`src/rtl/audio_pkg.sv`:
```
// Shared audio-path definitions: ADC frame geometry and the serial transfer state enum
// used by the ADC capture engine (and later the DAC transmitter).
package audio_pkg;

  localparam int ADC_BITS  = 14;
  localparam int ADC_FRAME = 34;
  localparam int CH0_FIRST = 2;
  localparam int CH1_FIRST = 18;

  typedef enum logic [1:0] {
    ST_IDLE  = 2'd0,
    ST_CONV  = 2'd1,
    ST_SHIFT = 2'd2,
    ST_DONE  = 2'd3
  } xfer_state_t;

  // True when SCK index idx carries one of the ADC_BITS data bits of a channel starting at first.
  function automatic logic in_window(input logic [5:0] idx, input logic [5:0] first);
    return (idx >= first) && (idx < (first + 6'(ADC_BITS)));
  endfunction

endpackage

```
`src/rtl/adc_lector_sck_gen.sv`:
```
// SPI clock generator: each SCK half lasts CLKDIV system clocks, starting with the high half.
// Held cleared (SCK low, counter zero) whenever i_run is low or i_halt is high.
module sck_gen #(
  parameter int CLKDIV = 2
) (
  input  logic clock,
  input  logic resetn,
  input  logic i_run,
  input  logic i_halt,
  output logic o_rise_en,
  output logic o_fall_en,
  output logic o_spi_sck
);

  localparam logic [7:0] SCK_LAST = 8'(CLKDIV - 1);

  logic [7:0] r_cnt;
  logic       r_sck;
  logic       w_toggle;

  // A toggle is due on the first clock of every half period.
  assign w_toggle  = i_run && (r_cnt == 8'd0);
  assign o_rise_en = w_toggle && !r_sck;
  assign o_fall_en = w_toggle && r_sck;
  assign o_spi_sck = r_sck;

  // Half-period counter and registered SCK.
  always_ff @(posedge clock or negedge resetn) begin
    if (!resetn) begin
      r_cnt <= 8'd0;
      r_sck <= 1'b0;
    end else if (!i_run || i_halt) begin
      r_cnt <= 8'd0;
      r_sck <= 1'b0;
    end else begin
      if (r_cnt == SCK_LAST) begin
        r_cnt <= 8'd0;
      end else begin
        r_cnt <= r_cnt + 8'd1;
      end
      if (w_toggle) begin
        r_sck <= !r_sck;
      end
    end
  end

endmodule

```
`src/rtl/adc_lector.sv`:
```
// LTC1407A capture engine: while granted, pulses AD_CONV, clocks a 34-bit SPI frame and
// publishes the two 14-bit two's-complement samples with a one-cycle valid strobe.
module adc_lector
  import audio_pkg::*;
#(
  parameter int CLKDIV = 2
) (
  input  logic                clock,
  input  logic                resetn,
  input  logic                enableadc,
  input  logic                spi_miso,
  output logic                ad_conv,
  output logic                spi_sck,
  output logic [ADC_BITS-1:0] sample_ch0,
  output logic [ADC_BITS-1:0] sample_ch1,
  output logic                valid,
  output logic                busy
);

  localparam logic [8:0] CONV_LAST = 9'(2 * CLKDIV - 1);

  xfer_state_t         r_state;
  logic [8:0]          r_conv_cnt;
  logic [5:0]          r_bit;
  logic [ADC_BITS-1:0] r_sh0;
  logic [ADC_BITS-1:0] r_sh1;

  logic w_conv_last;
  logic w_run;
  logic w_rise_en;
  logic w_fall_en;
  logic w_frame_end;

  // SCK starts on the edge that leaves CONV so the frame occupies exactly 68*CLKDIV clocks.
  assign w_conv_last = (r_state == ST_CONV) && (r_conv_cnt == CONV_LAST);
  assign w_run       = enableadc && ((r_state == ST_SHIFT) || w_conv_last);
  assign w_frame_end = (r_state == ST_SHIFT) && w_rise_en && (r_bit == 6'(ADC_FRAME));

  sck_gen #(
    .CLKDIV (CLKDIV)
  ) u_sck_gen (
    .clock     (clock),
    .resetn    (resetn),
    .i_run     (w_run),
    .i_halt    (w_frame_end),
    .o_rise_en (w_rise_en),
    .o_fall_en (w_fall_en),
    .o_spi_sck (spi_sck)
  );

  // Transfer FSM with registered ad_conv/valid/busy; samples load on the edge into DONE.
  always_ff @(posedge clock or negedge resetn) begin
    if (!resetn) begin
      r_state    <= ST_IDLE;
      r_conv_cnt <= 9'd0;
      ad_conv    <= 1'b0;
      valid      <= 1'b0;
      busy       <= 1'b0;
      sample_ch0 <= '0;
      sample_ch1 <= '0;
    end else begin
      case (r_state)
        ST_IDLE: begin
          valid <= 1'b0;
          if (enableadc) begin
            r_state    <= ST_CONV;
            r_conv_cnt <= 9'd0;
            ad_conv    <= 1'b1;
            busy       <= 1'b1;
          end else begin
            ad_conv <= 1'b0;
            busy    <= 1'b0;
          end
        end
        ST_CONV: begin
          if (!enableadc) begin
            r_state <= ST_IDLE;
            ad_conv <= 1'b0;
            busy    <= 1'b0;
          end else if (w_conv_last) begin
            r_state <= ST_SHIFT;
            ad_conv <= 1'b0;
          end else begin
            r_conv_cnt <= r_conv_cnt + 9'd1;
          end
        end
        ST_SHIFT: begin
          if (!enableadc) begin
            r_state <= ST_IDLE;
            busy    <= 1'b0;
          end else if (w_frame_end) begin
            r_state    <= ST_DONE;
            valid      <= 1'b1;
            sample_ch0 <= r_sh0;
            sample_ch1 <= r_sh1;
          end
        end
        ST_DONE: begin
          valid <= 1'b0;
          if (enableadc) begin
            r_state    <= ST_CONV;
            r_conv_cnt <= 9'd0;
            ad_conv    <= 1'b1;
          end else begin
            r_state <= ST_IDLE;
            busy    <= 1'b0;
          end
        end
        default: begin
          r_state <= ST_IDLE;
          ad_conv <= 1'b0;
          valid   <= 1'b0;
          busy    <= 1'b0;
        end
      endcase
    end
  end

  // SCK index counter and per-channel deserialisers; MISO taken on each SCK rise.
  always_ff @(posedge clock or negedge resetn) begin
    if (!resetn) begin
      r_bit <= 6'd0;
      r_sh0 <= '0;
      r_sh1 <= '0;
    end else if ((r_state == ST_IDLE) || (r_state == ST_DONE)) begin
      r_bit <= 6'd0;
    end else begin
      if (w_fall_en) begin
        r_bit <= r_bit + 6'd1;
      end
      if (w_rise_en && in_window(r_bit, 6'(CH0_FIRST))) begin
        r_sh0 <= {r_sh0[ADC_BITS-2:0], spi_miso};
      end
      if (w_rise_en && in_window(r_bit, 6'(CH1_FIRST))) begin
        r_sh1 <= {r_sh1[ADC_BITS-2:0], spi_miso};
      end
    end
  end

endmodule

```
`config.mk`:
```
export PLATFORM = sky130hd
export DESIGN_NAME = adc_lector
export DESIGN_NICKNAME = d
export VERILOG_FILES = /design/src/rtl/audio_pkg.sv /design/src/rtl/adc_lector_sck_gen.sv /design/src/rtl/adc_lector.sv
export SDC_FILE = /design/constraint.sdc
export NUM_CORES = 1
export LEC_CHECK = 0
export ABC_CLOCK_PERIOD_IN_PS = 3100
export CORE_ASPECT_RATIO = 0.8
export CORE_MARGIN = 2
export CORE_UTILIZATION = 60
export CTS_CLUSTER_DIAMETER = 150
export DETAILED_ROUTE_END_ITERATION = 7
export DONT_BUFFER_PORTS = 1
export PLACE_DENSITY_LB_ADDON = 0.08
export SETUP_SLACK_MARGIN = 0.1
export SLEW_MARGIN = 15
export SYNTH_ARGS = -nofsm -noshare
export SYNTH_HDL_FRONTEND = slang
export SYNTH_HIERARCHICAL = 1
export SYNTH_SLANG_ARGS = --single-unit
```
`constraint.sdc`:
```
create_clock -name clock -period 3.1 [get_ports clock]
set_clock_uncertainty 0.1 [all_clocks]
set_input_delay 0.62 -clock clock [delete_from_list [all_inputs] [get_ports clock]]
set_output_delay 0.62 -clock clock [all_outputs]
set_load 0.1 [all_outputs]
```
==> results.yml, run 1 <==
logic_synthesis:
  syn_avg_cell_area_sq_um: 13.0
  synth_xor_area_share_pct: 2.06
  yosys.area_share.simple_pct: 11.2
  synth_fa_ha_area_share_pct: 4.25
  synth_area_leader_cell: "dfrtp_1"
  ys_warn_count: 6
  synth_mux_area_share_pct: 17.8
  synth_area_leaders: "dfrtp_1, mux2_2, ha_1"
  synth_top_area_share_pct: 55.6
  synth_cell_types: 49
  synth_top_family_by_area: "multiplexers"
  synth-seq-cells: 85
  synth-main-ff-cell: "dfrtp_1"
  netlist_area_sq_um: 3830
  synth-edff-count: 0
  synth_compound_area_share_pct: 6.77
  async_flop_share_pct: 100
  synth_nets: 312
  seq_area_frac_synth_pct: 55.6
  synth_cells: 295
cts:
  cts.clk_slew.worst_paths_ps: 90
  htree_num_levels: 3
  cts_tree: "yes"
  clkLatencyLatePin_ps: 350
  numClockSinks: 85
  root_buffer: "clkbuf_8"
  cts-buffers-inserted: 9
  cts_buffer_depth: 2
global_routing:
  gr-total-overflow: 0
  grt_pass1_vias: 2203
  grt_usage_pct: 19.8
  grt_pass1_wl_microns: 10700
  antenna_found_initial: 0
  grt_max_degree: 86
run:
  cap_violations: 0
pwr:
  net-switching-power_uw: 904
  powerDensity_nw_per_um2: 635
  vdd.ir_drop.worst_mv: 0.416
  p_leak_uw: 0.00200
  sw_frac_of_total_pct: 33.9
  p_comb_share_pct: 18.7
  p_int_uw: 1770
  clkPwrFrac_pct: 29.8
  finalPower_uw: 2670
  p_seq_share_pct: 51.5
final_layout:
  syn_to_final_growth_pct: 9.91
  drive_gt1_share_pct: 28.7
  antenna_cells: 0
  nets: 322
detailed_routing:
  drtIter0Drc: 105
  drc: 0
  antenna_left: 0
  drtPass1Iterations: 4
  wl_per_cell_microns: 16.3
  detail_route.wirelength_microns: 6370
  via_per_inst: 5.80
  vias: 2269
setup_path:
  crit_type: "reg -> reg"
  crit_start: "r_conv_cnt[0]"
  critical_path_required_ps: 3230
  cp_max_fo: 28
  r2r-end: "sample_ch0[4]"
  ff2ff_setup_slack_ps: 320
  reg2reg_from: "r_conv_cnt[0]"
  critPathCapture: "sample_ch0[4]"
  cp.arrival_ps: 2920
  r2r_cells: 10
  startpoint_type: "flip-flop"
  endpoint_kind: "flip-flop"
sta:
  slew_violations: 0
  grt_setup_unrepaired: "true"
  hold_viol: 0
  tns_ps: 0
  finalCritPeriodShare_pct: 89.8
  setup_viol: 0
  fmax_ghz: 0.359
  slew_headroom_pct: 37.7
  tightest_slew_ps: 935
  period_minus_slack_ps: 2780
die:
  die_h_microns: 75.4
  die_x_microns: 93.3
  core_sq_um: 6040
  io_pins: 36
  row_count: 25
  dieArea_sq_um: 7040
  start_util_pct: 63.4
placement:
  io_buffers: 0
  gp_congestion: 0.802
  dp_hpwl_microns: 4200
outcome:
  outcome: "finished clean"
hold_path:
  min_path_type: "in -> async"
-- through the flow --
step	util (%)	worst slack [ps]	cells	hold WS, ps	instance area [sq um]
after floorplan	-	255	295	224	3830
after global placement	65.0	247	373	227	3930
after detailed placement	65.0	159	373	226	3930
after CTS	68.9	148	390	71.6	4160
after global routing	69.7	68.3	391	81.2	4210
final	69.7	317	391	64.9	4210
-- cell usage after synthesis (2+ instances only) --
cell,n
a211oi_1,2
a21boi_0,3
a21o_1,2
a21oi_1,4
a21oi_2,3
a31oi_1,2
and2_1,4
and3_1,2
buf_2,5
clkbuf_1,2
dfrtp_1,85
ha_1,13
inv_1,9
mux2_1,10
mux2_2,48
mux2i_1,3
nand2_1,12
nand3_1,10
nand4_1,3
nor2_1,14
nor3_1,2
nor3b_1,2
nor4_1,2
nor4_2,3
o2111ai_1,2
o21ai_0,10
o31ai_1,2
or3_1,8
xnor2_1,3
xor2_1,6
-- metal layers --
metal  share of wire [%]  GRT usage, %
met3                 4.9          7.12
met5                   0             0
met4                 1.2          6.21
met2                  46          29.8
met1                  48          27.3
-- critical path: stages (launching register included) --
cell and delay (ps):
dfrtp_1 390, ha_2 240, nor4b_4 230, a31oi_1 140, nor2_1 180, inv_1 90
nor3b_2 210, nand4b_1 110, or4_4 450, buf_12 190, mux2_1 320
-- state kept, by name (all words and copies together) (netlist names) --
signal               flops
u_sck_gen/r_cnt          8
u_sck_gen/o_spi_sck      1
valid                    1
sample_ch1              14
r_bit                    6
busy                     1
r_sh0                   14
r_sh1                   14
r_state                  2
ad_conv                  1
r_conv_cnt               9
sample_ch0              14
-- cell usage in the layout, fill, tap and decap left out, types with 8 or more instances in the layout --
cell type and instances:
clkbuf_8 10, nand2_1 12, dfrtp_1 84, nand3_1 10, or3_1 8, mux2_1 10
inv_1 9, ha_1 11, o21ai_0 10, mux2_2 48, nor2_1 14
-- power groups by stage --
stage	sequential (uW)	clock, uW	combinational [uW]
after floorplan	1370	0	374
final	1380	795	499
after global routing	1390	857	562
after global placement	1390	0	440
after detailed placement	1390	0	452
after CTS	1370	822	479
-- cells by family after synthesis --
family,Yosys count
mux,61
xor+xnor,9
compound gates,37
simple gates,71
fa+ha+maj,13
buf+inv,19
flops,85
-- layout make-up --
cell class | instances | area (sq um)
well taps | 81 | 101
fillers | 439 | 1830
repair buffers | 8 | 92.6
inverters | 10 | 37.5
flip-flops and latches | 85 | 2130
multi-input cells | 191 | 1640
clock buffers | 10 | 138
clock inverters | 6 | 70.1
-- worst min-delay path by stage --
stage / startpoint / end / slack (ps) / depth (start not counted)
floorplan: resetn / ad_conv / 220 / 0
global placement: resetn / r_conv_cnt[6] / 230 / 0
detailed placement: resetn / r_conv_cnt[7] / 230 / 0
CTS: resetn / sample_ch0[10] / 70 / 1
global route: resetn / r_conv_cnt[6] / 80 / 1
finish: resetn / r_conv_cnt[6] / 60 / 1
-- timing repair --
item / in CTS / in global routing
gates resized for setup: 0 / 9
endpoints found under the hold margin: 85 / 0
endpoints found under the setup margin: 0 / 64
buffers inserted: 0 / 1
hold buffers: 1 / 0
(Power assumes the default switching activity.)
==> run 2, diff against run 1 <==
CAP_MARGIN = 20   (was default)
CELL_PAD_IN_SITES_DETAIL_PLACEMENT = 1   (was default)
CELL_PAD_IN_SITES_GLOBAL_PLACEMENT = 1   (was default)
CORE_UTILIZATION = 35   (was 60)
==> results.yml, run 2 (same netlist as run 1, synthesis figures left out) <==
pwr:
  finalPower_uw: 2950
  p_seq_share_pct: 45.7
  p_leak_uw: 0.00208
  powerDensity_nw_per_um2: 668
  vdd.ir_drop.worst_mv: 0.282
  p_comb_share_pct: 19.5
  clkPwrFrac_pct: 34.8
  net-switching-power_uw: 989
  p_int_uw: 1960
  sw_frac_of_total_pct: 33.6
cts:
  htree_num_levels: 3
  cts_buffer_depth: 2
  cts_tree: "yes"
  cts-buffers-inserted: 9
  numClockSinks: 85
  clkLatencyLatePin_ps: 330
  cts.clk_slew.worst_paths_ps: 70
  root_buffer: "clkbuf_16"
sta:
  whs_ps: 93.7
  tightest_slew_ps: 925
  finalCritPeriodShare_pct: 90.9
  setup_viol: 0
  grt_setup_unrepaired: "false"
  slew_headroom_pct: 38.3
  slew_violations: 0
  hold_viol: 0
  fmax_ghz: 0.355
  tns_ps: 0
  period_minus_slack_ps: 2820
die:
  start_util_pct: 35.6
  die_h_microns: 97.5
  core_sq_um: 10800
  die_x_microns: 121
  io_pins: 36
  row_count: 34
  dieArea_sq_um: 11800
detailed_routing:
  drtIter0Drc: 101
  detail_route.wirelength_microns: 7610
  vias: 2372
  drc: 0
  via_per_inst: 5.13
  antenna_left: 0
  drtPass1Iterations: 3
  wl_per_cell_microns: 16.5
final_layout:
  drive_gt1_share_pct: 29.9
  finalInstanceArea_sq_um: 4410
  nets: 330
  mostFrequentLayoutCells: "dfrtp_1, mux2_2, nor2_1, buf_4, ha_1"
  mostFrequentLayoutCell: "dfrtp_1"
  final_core_util_pct: 41.0
  syn_to_final_growth_pct: 15.3
  antenna_cells: 0
placement:
  gp_congestion: 0.741
  dpl-instance-area_sq_um: 4040
  dp_hpwl_microns: 4970
  io_buffers: 0
global_routing:
  grt_max_degree: 86
  grt_pass1_wl_microns: 13200
  grt_usage_pct: 14.0
  antenna_found_initial: 0
  gr-total-overflow: 0
  grt_pass1_vias: 2570
setup_path:
  endpoint_kind: "flip-flop"
  cp.arrival_ps: 2930
  crit_type: "reg -> reg"
  critical_path_required_ps: 3220
  startpoint_type: "flip-flop"
  cp_max_fo: 4
  ff2ff_setup_slack_ps: 280
run:
  cap_violations: 0
hold_path:
  min_path_type: "in -> async"
outcome:
  outcome: "finished clean"
run 2: worst max-delay path, cell delays in order, from the launching register on:
cell,delay (ps)
dfrtp_1,400
ha_1,200
nor4b_4,260
a31oi_1,130
nor2_1,160
inv_1,90
nor3b_2,250
nor4b_2,300
a31oi_2,190
a211o_1,270
a221o_1,350
run 2: cell type report:
cell class,count,area (sq um)
Fill cell,1128,6350
Clock inverter,6,45.0
Inverter,10,37.5
Sequential cell,85,2130
Multi-Input combinational cell,191,1630
Clock buffer,10,239
Tap cell,144,180
Timing Repair Buffer,16,153
run 2: metal layers:
| metal | share of wire (%) | track usage [%] |
|---|---|---|
| met1 | 51 | 19.5 |
| met2 | 44 | 20.9 |
| met3 | 4.2 | 4.40 |
| met4 | 1.2 | 3.85 |
| met5 | 0 | 0 |
run 2: what timing repair did:
item / in CTS / in global routing
hold buffers: 1 / 0
setup endpoints to repair: 6 / 58
gates resized for setup: 2 / 5
pin swaps: 0 / 1
buffers inserted: 0 / 4
endpoints found under the hold margin: 85 / 0
run 2: stage by stage:
stage               setup WS [ps]  cells
floorplan                     255    295
global placement              199    441
detailed placement           80.1    441
CTS                           131    458
global route                 87.4    462
finish                        282    462
run 2: power groups by stage:
stage | clock [uW] | sequential, uW | combinational (uW)
2_1_floorplan | 0 | 1370 | 374
3_3_place_gp | 0 | 1370 | 540
3_5_place_dp | 0 | 1370 | 541
4_1_cts | 1060 | 1350 | 576
5_1_grt | 1100 | 1360 | 649
6_report | 1030 | 1350 | 574
run 2: path summary, 6_finish.rpt:
| kind | from | endpoint | cells past startpoint |
|---|---|---|---|
| min in group clock | spi_miso | r_sh1[0] | 1 |
| worst max register to register | r_conv_cnt[0] | r_state[0] | 10 |
| worst min-delay path | resetn | u_sck_gen/r_cnt[4] | 1 |
| max in group asynchronous | resetn | u_sck_gen/o_spi_sck | 1 |
| worst min register to register | r_sh0[13] | sample_ch0[13] | 1 |
| worst max-delay path | r_conv_cnt[0] | r_state[0] | 10 |
